**src/rtl/ser5_pkg.sv**
```systemverilog
// Shared types and constants for the 5-bit serializer and its select sequencer.
package ser5_pkg;

  typedef enum logic [1:0] {
    IDLE  = 2'd0,
    SHIFT = 2'd1,
    DONE  = 2'd2
  } state_t;

  localparam int unsigned NBITS    = 5;
  localparam logic [2:0]  SEL_IDLE = 3'd5;
  localparam logic [2:0]  SEL_LAST = 3'd4;

endpackage

```
**src/rtl/mux5.sv**
```systemverilog
// 5:1 single-bit multiplexer; any select code above 4 forces the output to 0.
module mux5 (
  input  logic       d0,
  input  logic       d1,
  input  logic       d2,
  input  logic       d3,
  input  logic       d4,
  input  logic [2:0] s,
  output logic       y
);

  // Select one data bit, park at 0 for the idle codes.
  always_comb begin
    y = 1'b0;
    case (s)
      3'd0:    y = d0;
      3'd1:    y = d1;
      3'd2:    y = d2;
      3'd3:    y = d3;
      3'd4:    y = d4;
      default: y = 1'b0;
    endcase
  end

endmodule

```
**src/rtl/ser5_sequencer.sv**
```systemverilog
// Drives the mux5 select through 0..4 to serialize a captured 5-bit word, LSB first,
// holding each bit for TICKS_PER_BIT clocks. Select parks on 5 (output 0) when idle.
module ser5_sequencer
  import ser5_pkg::*;
#(
  parameter int unsigned TICKS_PER_BIT = 4
) (
  input  logic             clk,
  input  logic             reset,
  input  logic             start,
  input  logic [NBITS-1:0] din,
  output logic             ready,
  output logic [2:0]       sel,
  output logic             sout,
  output logic             sout_valid,
  output logic             last,
  output logic             done
);

  localparam int unsigned    TickW   = (TICKS_PER_BIT > 1) ? $clog2(TICKS_PER_BIT) : 1;
  localparam logic [TickW-1:0] TickMax = TickW'(TICKS_PER_BIT - 1);

  state_t             state_q, state_d;
  logic [2:0]         sel_q, sel_d;
  logic [NBITS-1:0]   hold_q, hold_d;
  logic [TickW-1:0]   tick_q, tick_d;

  // State, select, hold word and tick counter registers.
  always_ff @(posedge clk or posedge reset) begin
    if (reset) begin
      state_q <= IDLE;
      sel_q   <= SEL_IDLE;
      hold_q  <= '0;
      tick_q  <= '0;
    end else begin
      state_q <= state_d;
      sel_q   <= sel_d;
      hold_q  <= hold_d;
      tick_q  <= tick_d;
    end
  end

  // Next-state logic: capture on start, step select every TICKS_PER_BIT clocks.
  always_comb begin
    state_d = state_q;
    sel_d   = sel_q;
    hold_d  = hold_q;
    tick_d  = tick_q;
    case (state_q)
      IDLE: begin
        sel_d = SEL_IDLE;
        if (start) begin
          hold_d  = din;
          sel_d   = 3'd0;
          tick_d  = '0;
          state_d = SHIFT;
        end
      end
      SHIFT: begin
        if (tick_q == TickMax) begin
          tick_d = '0;
          if (sel_q == SEL_LAST) begin
            sel_d   = SEL_IDLE;
            state_d = DONE;
          end else begin
            sel_d = sel_q + 3'd1;
          end
        end else begin
          tick_d = tick_q + TickW'(1);
        end
      end
      DONE: begin
        sel_d   = SEL_IDLE;
        tick_d  = '0;
        state_d = IDLE;
      end
      default: begin
        sel_d   = SEL_IDLE;
        tick_d  = '0;
        state_d = IDLE;
      end
    endcase
  end

  // Status flags decode straight from the registered state, so reset acts at once.
  always_comb begin
    ready      = (state_q == IDLE);
    sout_valid = (state_q == SHIFT);
    last       = (state_q == SHIFT) && (sel_q == SEL_LAST);
    done       = (state_q == DONE);
    sel        = sel_q;
  end

  mux5 u_mux5 (
    .d0 (hold_q[0]),
    .d1 (hold_q[1]),
    .d2 (hold_q[2]),
    .d3 (hold_q[3]),
    .d4 (hold_q[4]),
    .s  (sel_q),
    .y  (sout)
  );

endmodule

```
**config.mk**
```make
export PLATFORM = sky130hd
export DESIGN_NAME = ser5_sequencer
export DESIGN_NICKNAME = d
export VERILOG_FILES = /design/src/rtl/ser5_pkg.sv /design/src/rtl/mux5.sv /design/src/rtl/ser5_sequencer.sv
export SDC_FILE = /design/constraint.sdc
export NUM_CORES = 1
export LEC_CHECK = 0
export ABC_AREA = 1
export CORE_MARGIN = 2
export CORE_UTILIZATION = 40
export DETAILED_ROUTE_END_ITERATION = 12
export PLACE_DENSITY_LB_ADDON = 0.05
export REMOVE_ABC_BUFFERS = 1
export SETUP_SLACK_MARGIN = 0.5
export SLEW_MARGIN = 5
export SYNTH_ARGS = -nofsm -noshare
export SYNTH_HDL_FRONTEND = slang
export SYNTH_SLANG_ARGS = --single-unit
```
**constraint.sdc**
```tcl
create_clock -name clk -period 4.63 [get_ports clk]
set_input_delay 1.1575 -clock clk [delete_from_list [all_inputs] [get_ports clk]]
set_output_delay 1.1575 -clock clk [all_outputs]
set_load 0.03 [all_outputs]
```
==> summary by stage <==
Min path
The worst hold path begins at hold_q[4]$_DFFE_PP0P_. The depth of the worst hold-timing path is 2. The worst hold endpoint is hold_q[4]$_DFFE_PP0P_. The worst min-delay path class is reg -> reg.

Timing
Based on the critical path, the design can be clocked at up to 301 MHz. The ratio of final minimum period to clock period is 0.716. The number of max-slew violations in the final report is 0. The setup skew after layout is 0.00241 ns. Setup repair after global routing left no endpoint under its margin. At the pin with the least slew margin, the transition time is 0.463 ns. The final count of hold timing violations came to 0. The routed design could run at a clock period as short as 3.32 ns.

The worst pin sits at a relative slew slack of 0.691. The final sum of negative setup slack is 0 ns. The final-report setup violation count is 0.

Final layout
Relative to the synthesized area, the layout overhead comes to 31.7%. Of the cells placed in the final design, the portion with a size suffix greater than 1 is 0.0909. The final core utilization is 0.562. 0 antenna diodes ended up in the layout.

The net count of the finished layout is around 110.

Routing
After detailed routing, the number of vias per cell comes to 4.82. In the routed design, unresolved DRC markers number 0. The routed via count is 554. The detail route stage leaves a number of antenna-violating nets equal to 0. Wires add up to roughly 1300 um.

The iteration count of the initial detailed-routing pass is 3. The detailed-route wire length per cell is 11.1 um. After the first detailed-routing iteration, the DRC count stood at 13.

Synthesis
Averaged over all synthesized cells, the footprint is 8.13 um2. The count of unique library cells instantiated by Yosys is 13. The mapped netlist covers 651 um2. Of all cell types, the one taking the most synthesized area is sky130_fd_sc_hd__dfrtp_1. The number of synthesized register bits is 12. The sequential fraction of the synthesis area is 0.465. Ranked by total cell area, the synthesized netlist is headed by sky130_fd_sc_hd__dfrtp_1 38%, sky130_fd_sc_hd__nand2_1 17%, sky130_fd_sc_hd__ha_1 12%. The number of instances in the synthesized netlist is 80. The top cell type's share of synthesized area is 0.385.

The warning count from the yosys run is 0.

Worst setup path
The required time at the endpoint of the critical path is 3.47 ns. The startpoint of the worst-slack reg-to-reg timing path is sel[0]$_DFFE_PP1N_. The endpoint of the lowest-slack register-to-register path is sel[2]$_DFFE_PP1N_. The classification of the worst setup path is reg -> out.

The start point of the critical path is sel[0]$_DFFE_PP1N_. The data arrival time at the worst-slack endpoint is 2.16 ns. In this run the worst path has a maximum fanout of 6. The path depth of the worst reg2reg path is 8. The kind of end point of the critical path is a primary output. In this run the register-to-register setup slack is 3.20 ns. The worst setup path is launched from a flop.

Floorplanning
The number of standard-cell rows in the floorplan is 14. The floorplan step defined a die boundary enclosing 1970 um2. The effective utilization at floorplan is 0.427. For this design the top-level I/O count stands at 16. The core region is around 1500 um2. The floorplan step set the die width to ~44 um. The die is 44.3 um tall.

CTS
Buffers inserted during clock tree synthesis total 3. CTS built an H-tree with a depth of 1. Clock tree synthesis found a total of 12 sinks. The maximum root-to-sink buffer count is 2. The post-cts hold buffer count is 0. After clock tree synthesis, the clock-pin slew on the worst setup and hold paths is 0.08 ns. In this run the post-CTS setup repair buffer count came out at 0. TritonCTS built the clock tree.

Clock tree synthesis selected as its root buffer the cell sky130_fd_sc_hd__clkbuf_4. The clock reaches the later pin of the worst-skew pair after 0.28 ns. The number of gates resized after CTS was 0.

Power
The power density over the cells is ~760 nW/um2. VDD sags by at most about 0.43 mV. The static leakage is between 0.4 and 0.5 nW.

Global routing
The initial antenna violation count is 0. Summed over all layers, the global routing overflow is 0. Entering global routing, the biggest net connects 13 pins. Across every metal layer, demand over resource in global routing totals 0.155. The number of global-route vias before repair came to 488. The global-route wire length before repair is between 2000 and 2500 um.

Placed design
Routability-driven placement finished with a final weighted congestion of ~0.76. The port buffer count is 15. The sum of net half-perimeters after detailed placement is 984 um.

Job
The number of max-capacitance violations reported is 0.

Outcome
The flow ran to the end, and the final reports show no timing, DRC or antenna violations.
-- cells in the final DEF (no fill, tap or decap) --
cell type	count
sky130_fd_sc_hd__dfrtp_1	10
sky130_fd_sc_hd__clkbuf_4	3
sky130_fd_sc_hd__nor3_1	1
sky130_fd_sc_hd__nand2_4	1
sky130_fd_sc_hd__nand3_1	12
sky130_fd_sc_hd__ha_1	6
sky130_fd_sc_hd__nand2_2	1
sky130_fd_sc_hd__o31ai_1	1
sky130_fd_sc_hd__clkdlybuf4s50_1	15
sky130_fd_sc_hd__inv_1	11
sky130_fd_sc_hd__nor2_1	4
sky130_fd_sc_hd__o22ai_1	1
sky130_fd_sc_hd__clkbuf_8	1
sky130_fd_sc_hd__nor2_4	1
sky130_fd_sc_hd__dfstp_2	2
sky130_fd_sc_hd__nand2_1	29
-- synthesized netlist by cell type --
cell	n
sky130_fd_sc_hd__nand2_4	1
sky130_fd_sc_hd__nand2_2	1
sky130_fd_sc_hd__inv_1	11
sky130_fd_sc_hd__nor2_1	4
sky130_fd_sc_hd__ha_1	6
sky130_fd_sc_hd__nor3_1	1
sky130_fd_sc_hd__nand3_1	12
sky130_fd_sc_hd__dfrtp_1	10
sky130_fd_sc_hd__o31ai_1	1
sky130_fd_sc_hd__dfstp_2	2
sky130_fd_sc_hd__nand2_1	29
sky130_fd_sc_hd__nor2_4	1
sky130_fd_sc_hd__o22ai_1	1
-- cell type report --
class	instances	area (um2)
inverter	11	41.3
sequential	12	303
multi-input combinational	57	307
timing repair buffer	15	150
fill	148	667
clock buffer	4	36.3
tap	16	20.0
-- layer usage --
| layer | wire length, um | global-route usage |
|---|---|---|
| met5 | 0 | 0 |
| met4 | 39 | 0.0909 |
| met3 | 48 | 0.0245 |
| met2 | 519 | 0.215 |
| met1 | 664 | 0.226 |
-- state kept, by name, summed over array words and instances, names as in the netlist --
signal and flops:
hold_q 5, state_q 2, sel 3, tick_q 2
-- through the flow --
| step | area [um2] | hold WS, ns | power [W] | instances | worst slack [ns] |
|---|---|---|---|---|---|
| after detailed placement | 821 | 0.466 | 0.000571 | 111 | 1.63 |
| after CTS | 857 | 0.486 | 0.000660 | 115 | 1.31 |
| after global routing | 857 | 0.500 | 0.000711 | 115 | 1.17 |
| final | 857 | 0.481 | 0.000653 | 115 | 1.31 |
| after global placement | 821 | 0.464 | 0.000570 | 111 | 1.66 |
| after floorplan | 651 | 0.442 | 0.000450 | 80 | 2.03 |
-- how the worst max path moves through the flow --
| stage | end | cells after the start | slack, ns |
|---|---|---|---|
| after global routing | sout | 9 | 1.17 |
| after detailed placement | sout | 9 | 1.63 |
| final | sout | 9 | 1.31 |
| after CTS | sout | 9 | 1.31 |
| after floorplan | sout | 8 | 2.03 |
| after global placement | sout | 9 | 1.66 |
-- critical path: stages (launching register included) --
cell and delay [ns]:
sky130_fd_sc_hd__dfstp_2 0.58, sky130_fd_sc_hd__inv_1 0.07, sky130_fd_sc_hd__ha_1 0.21, sky130_fd_sc_hd__nand2_1 0.14, sky130_fd_sc_hd__inv_1 0.07, sky130_fd_sc_hd__nand2_1 0.06, sky130_fd_sc_hd__nand2_1 0.04, sky130_fd_sc_hd__nor2_1 0.07
sky130_fd_sc_hd__nand2_1 0.05, sky130_fd_sc_hd__clkdlybuf4s50_1 0.58
-- power breakdown --
group / total, W / switching, W / internal [W]
sequential: 0.000202 / 0.0000405 / 0.000162
clock: 0.0000879 / 0.0000400 / 0.0000479
combinational: 0.000363 / 0.000223 / 0.000140
total: 0.000653 / 0.000304 / 0.000349
-- logic make-up (layout without fill, tap and decap cells) --
logic type	after synthesis	after routing	share of synthesized area
buffers and inverters	11	30	0.0635
AO/OA/AOI/OAI	2	2	0.0212
AND/OR/NAND/NOR	49	49	0.335
flip-flops	12	12	0.465
adder cells (fa/ha/maj)	6	6	0.115
Power figures use the tool's default switching activity.
==> edit 1 (same flow settings) <==
Encoding of `state_t`: now one-hot (3 bits for 3 states).
--- a/src/rtl/ser5_pkg.sv
+++ b/src/rtl/ser5_pkg.sv
@@ -3,6 +3,6 @@
 
-  typedef enum logic [1:0] {
-    IDLE  = 2'd0,
-    SHIFT = 2'd1,
-    DONE  = 2'd2
+  typedef enum logic [2:0] {
+    IDLE  = 3'b001,
+    SHIFT = 3'b010,
+    DONE  = 3'b100
   } state_t;
Check against the original RTL: no difference found for any inputs over 10 cycles, from zero or initial values and one cycle with reset high; not proved beyond that.
==> edit 1 against the unedited design <==
  * Wire length up 11%
  * Sequential cell count up 1
  * Power down 14%
  * Maximum frequency up 1.5%
  * Sequential share of layout area down 0.31 points
  * Cell area up 9.6%
  * Setup slack better by 48 ps
  * Area after synthesis up 12%
  * Largest power group unchanged
  * Highest routed layer unchanged
==> edit 1: results (changes against the unedited design) <==
[pwr]
p_leak_nw = 0.501  ; +9.5%
vdd_drop_max_uv = 285  ; -34%
power.switching_w = 0.000255  ; -16%

[placement]
detailed_place.area_um2 = 912  ; +11%
gp_congestion = 0.764  ; +0.20%
detailedPlacementHpwl_um = 1070  ; +8.7%

[timing]
relative_slew_margins_pct = 65.4  ; -3.8 points
hold-worst-slack_ps = 485  ; +3.90 ps
finalClockSkew_ps = 3.55  ; +1.14 ps

[critical_path]
critical-path-slowest-cell = sky130_fd_sc_hd__clkdlybuf4s50_1
r2r_worst_path_depth = 7  ; -1
reg2reg_to = sel[2]$_DFFE_PP1P_

[final_layout]
drive_gt1_share_pct = 15.1  ; +6.0 points
largest_register_ffs = 5  ; unchanged
n_fill_cell = 175  ; +18%
nNetsFinal = 121  ; +6.1%

[run_status]
outcome = completed

[synth]
sequential_area_share_after_synthesis_pct = 45.0  ; -1.5 points
most_common_cell_in_the_synthesized_netlist = sky130_fd_sc_hd__nand2_1
post_synth_num_cell_types = 20  ; +7
yosys-top-cells-area = sky130_fd_sc_hd__dfrtp_1 34%, sky130_fd_sc_hd__dfstp_2 11%, sky130_fd_sc_hd__nand2_1 11%, sky130_fd_sc_hd__ha_1 10%, sky130_fd_sc_hd__inv_1 6.7%
yosys-top-cells-count = 21 x sky130_fd_sc_hd__nand2_1, 13 x sky130_fd_sc_hd__inv_1, 10 x sky130_fd_sc_hd__dfrtp_1
dominantRegCellSynth = sky130_fd_sc_hd__dfrtp_1

[min_path]
hold-path-endpoint = tick_q[1]$_DFFE_PP0N_
hp-start = tick_q[1]$_DFFE_PP0N_

[global_routing]
grt_first_pass_wirelength_um = 2440  ; +16%
vias_in_the_first_global_route = 577  ; +18%
gr-usage-all-layers_pct = 16.3  ; +0.90 points
maximum_number_of_pins_on_one_net_before_global_route_repair = 14  ; +1

[drt]
wl_um = 1410  ; +11%
first_iter_violations = 7  ; -6
dr.pass1.iters = 4  ; +1

-- edit 1: cell count changes after synthesis, sizes merged --
cell,unedited run,this run
a21oi,0,2
and3,0,1
dfstp,2,3
inv,11,16
nand2,31,24
nand3,12,11
nand4,0,2
nor2,5,8
o211ai,0,1
o21ai,0,2
o22ai,1,0
o31ai,1,0
-- edit 1: area by class of cell --
type / instances / area [µm²] / area share (%)
Inverter: 16 / 62.6 / 6.66
Clock buffer: 3 / 22.5 / 2.40
Sequential cell: 13 / 329 / 35.0
Timing Repair Buffer: 15 / 150 / 16.0
Multi-Input combinational cell: 58 / 339 / 36.1
Clock inverter: 1 / 5.00 / 0.533
Tap cell: 25 / 31.3 / 3.33
-- edit 1: kinds of logic after synthesis --
kind of cell	share of synthesized area, %
buffers and inverters	8.56
adder cells (fa/ha/maj)	10.3
AND/OR/NAND/NOR	32.4
AO/OA/AOI/OAI	3.77
flip-flops	45.0
-- edit 1: through the flow --
step / instances / util [%] / total power [W] / setup WS [ps]
finish: 131 / 54.4 / 0.000561 / 1360
global route: 131 / 54.4 / 0.000614 / 1230
CTS: 131 / 54.4 / 0.000567 / 1350
detailed placement: 127 / 52.8 / 0.000492 / 1670
global placement: 127 / 52.8 / 0.000492 / 1690
floorplan: 87 / - / 0.000399 / 1980
-- edit 1: power by group through the flow --
| stage | Sequential, W | Combinational [W] | Clock [W] |
|---|---|---|---|
| after floorplan | 0.000218 | 0.000181 | 0 |
| after global placement | 0.000209 | 0.000283 | 0 |
| after global routing | 0.000214 | 0.000320 | 0.0000801 |
| final | 0.000207 | 0.000281 | 0.0000728 |
| after detailed placement | 0.000210 | 0.000283 | 0 |
| after CTS | 0.000208 | 0.000284 | 0.0000747 |
-- edit 1: critical path, delay by kind of cell, from the launching register on --
family,cells,cell delay [ps]
flip-flops,1,580
buffers and inverters,3,740
adder cells (fa/ha/maj),1,210
AND/OR/NAND/NOR,3,300
-- edit 1: worst max-delay path by stage --
stage / startpoint / to / slack, ps / cells past startpoint
2_1_floorplan: sel[0]$_DFFE_PP1P_ / sout / 1980 / 6
3_3_place_gp: sel[0]$_DFFE_PP1P_ / sout / 1690 / 7
3_5_place_dp: sel[0]$_DFFE_PP1P_ / sout / 1670 / 7
4_1_cts: sel[0]$_DFFE_PP1P_ / sout / 1350 / 7
5_1_grt: sel[0]$_DFFE_PP1P_ / sout / 1230 / 7
6_report: sel[0]$_DFFE_PP1P_ / sout / 1360 / 7
-- edit 1: routing by layer --
metal	vias up	global-route usage, %	part of all wire (%)
met5	-	0	0
met4	0	10.0	2.4
met3	6	3.46	3.8
met2	14	23.9	43
met1	267	22.2	51
li1	310	-	-
==> edit 2 (config.mk and constraints unchanged) <==
Made on the original files. The parameter `TICKS_PER_BIT` goes from 4 to 2.
--- a/src/rtl/ser5_sequencer.sv
+++ b/src/rtl/ser5_sequencer.sv
@@ -5,3 +5,3 @@
 #(
-  parameter int unsigned TICKS_PER_BIT = 4
+  parameter int unsigned TICKS_PER_BIT = 2
 ) (
Formal check against the unedited RTL: not equivalent (a bounded check fails within 4 cycles, from zero or initial values and one cycle with reset high).
==> edit 2 against the unedited design <==
  * Global-route usage is 1.7 points higher
  * Cell area is 7.9% lower
  * Die area is 7.9% lower
  * Setup slack hardly changed
  * Power is 13% lower
  * Wire length is 3.1% lower
  * Worst hold slack worse by 2.8 ps
  * Sequential share of layout area is 0.15 points lower
  * Cell count is 6.1% lower
  * Sequential cell count is 1 lower
  * Area after synthesis is 8.7% lower
==> edit 2: results (changes against the unedited design) <==
[synth]
yosys-top-cells-area = sky130_fd_sc_hd__dfrtp_1 38%, sky130_fd_sc_hd__nand2_1 18%, sky130_fd_sc_hd__ha_1 11%, sky130_fd_sc_hd__dfstp_2 8.8%, sky130_fd_sc_hd__nand3_1 7.6%
yosys-top-cells-count = 29 x sky130_fd_sc_hd__nand2_1, 9 x sky130_fd_sc_hd__dfrtp_1, 9 x sky130_fd_sc_hd__inv_1, 9 x sky130_fd_sc_hd__nand3_1, 5 x sky130_fd_sc_hd__ha_1
sequential_area_share_after_synthesis_pct = 46.7  ; +0.20 points
post_synth_num_cell_types = 14  ; +1
post_synthesis_adder_cell_area_fraction_pct = 10.5  ; -1.0 points

[final_layout]
n_fill_cell = 127  ; -14%
drive_gt1_share_pct = 9.68  ; +0.59 points
nNetsFinal = 107  ; -6.1%

[pwr]
power.switching_w = 0.000266  ; -12%
p_leak_nw = 0.426  ; -6.9%
largestPowerGroup = combinational cells
vdd_drop_max_uv = 367  ; -15%
p_clk_w = 0.0000624  ; -29%
comb-power_w = 0.000320  ; -12%

[global_routing]
vias_in_the_first_global_route = 500  ; +2.5%
met1_grt_util_pct = 24.4  ; +1.8 points
maximum_number_of_pins_on_one_net_before_global_route_repair = 12  ; -1
grt_first_pass_wirelength_um = 2270  ; +7.9%
use_met3_pct = 6.47  ; +4.0 points
grt.met2_usage_pct = 23.7  ; +2.2 points

[timing]
worst-slew-pin-transition_ps = 417  ; -45.5 ps
finalClockSkew_ps = 2.19  ; -0.223 ps

[drt]
first_iter_violations = 6  ; -7
post_drt_wl_per_cell_um = 11.4  ; +3.1%
via_count = 507  ; -8.5%

[clocking]
post-cts-setup-buffer-count = 0  ; unchanged
clock_slew_at_reported_path_ffs_ps = 60  ; -20 ps

[critical_path]
crit_family = buffers and inverters
reg2reg_to = sel[0]$_DFFE_PP1N_
reg2reg_setup_slack_ps = 3170  ; -30 ps

[min_path]
hold_path_class = flop to flop

[placement]
gp_congestion = 0.835  ; +9.5%
detailedPlacementHpwl_um = 996  ; +1.2%

[run_status]
outcome = completed

[edit 2: per-layer routing]
layer,wire [µm],part of all wire (%),vias to the layer above
met5,0,0,-
met4,0,0,0
met3,48,3.9,0
met2,614,50,9
met1,568,46,225
li1,-,-,273
[edit 2: metrics by stage]
stage	hold WS [ps]	instance area, µm²	total power [W]	worst slack, ps	cells
after floorplan	442	594	0.000394	2030	74
after global placement	467	763	0.000503	1670	104
after detailed placement	468	763	0.000509	1610	104
after CTS	484	790	0.000576	1300	108
after global routing	517	790	0.000624	1140	108
final	478	790	0.000568	1310	108
[edit 2: cell families after synthesis]
logic type,count (synthesis)
AND/OR/NAND/NOR,47
flip-flops,11
adder cells (fa/ha/maj),5
AO/OA/AOI/OAI,1
buffers and inverters,10
[edit 2: cell type report]
class | instances | area share (%)
repair buffers | 15 | 19.0
well taps | 15 | 2.38
flip-flops and latches | 11 | 35.2
clock buffers | 4 | 3.33
multi-input cells | 53 | 35.3
inverters | 10 | 4.75
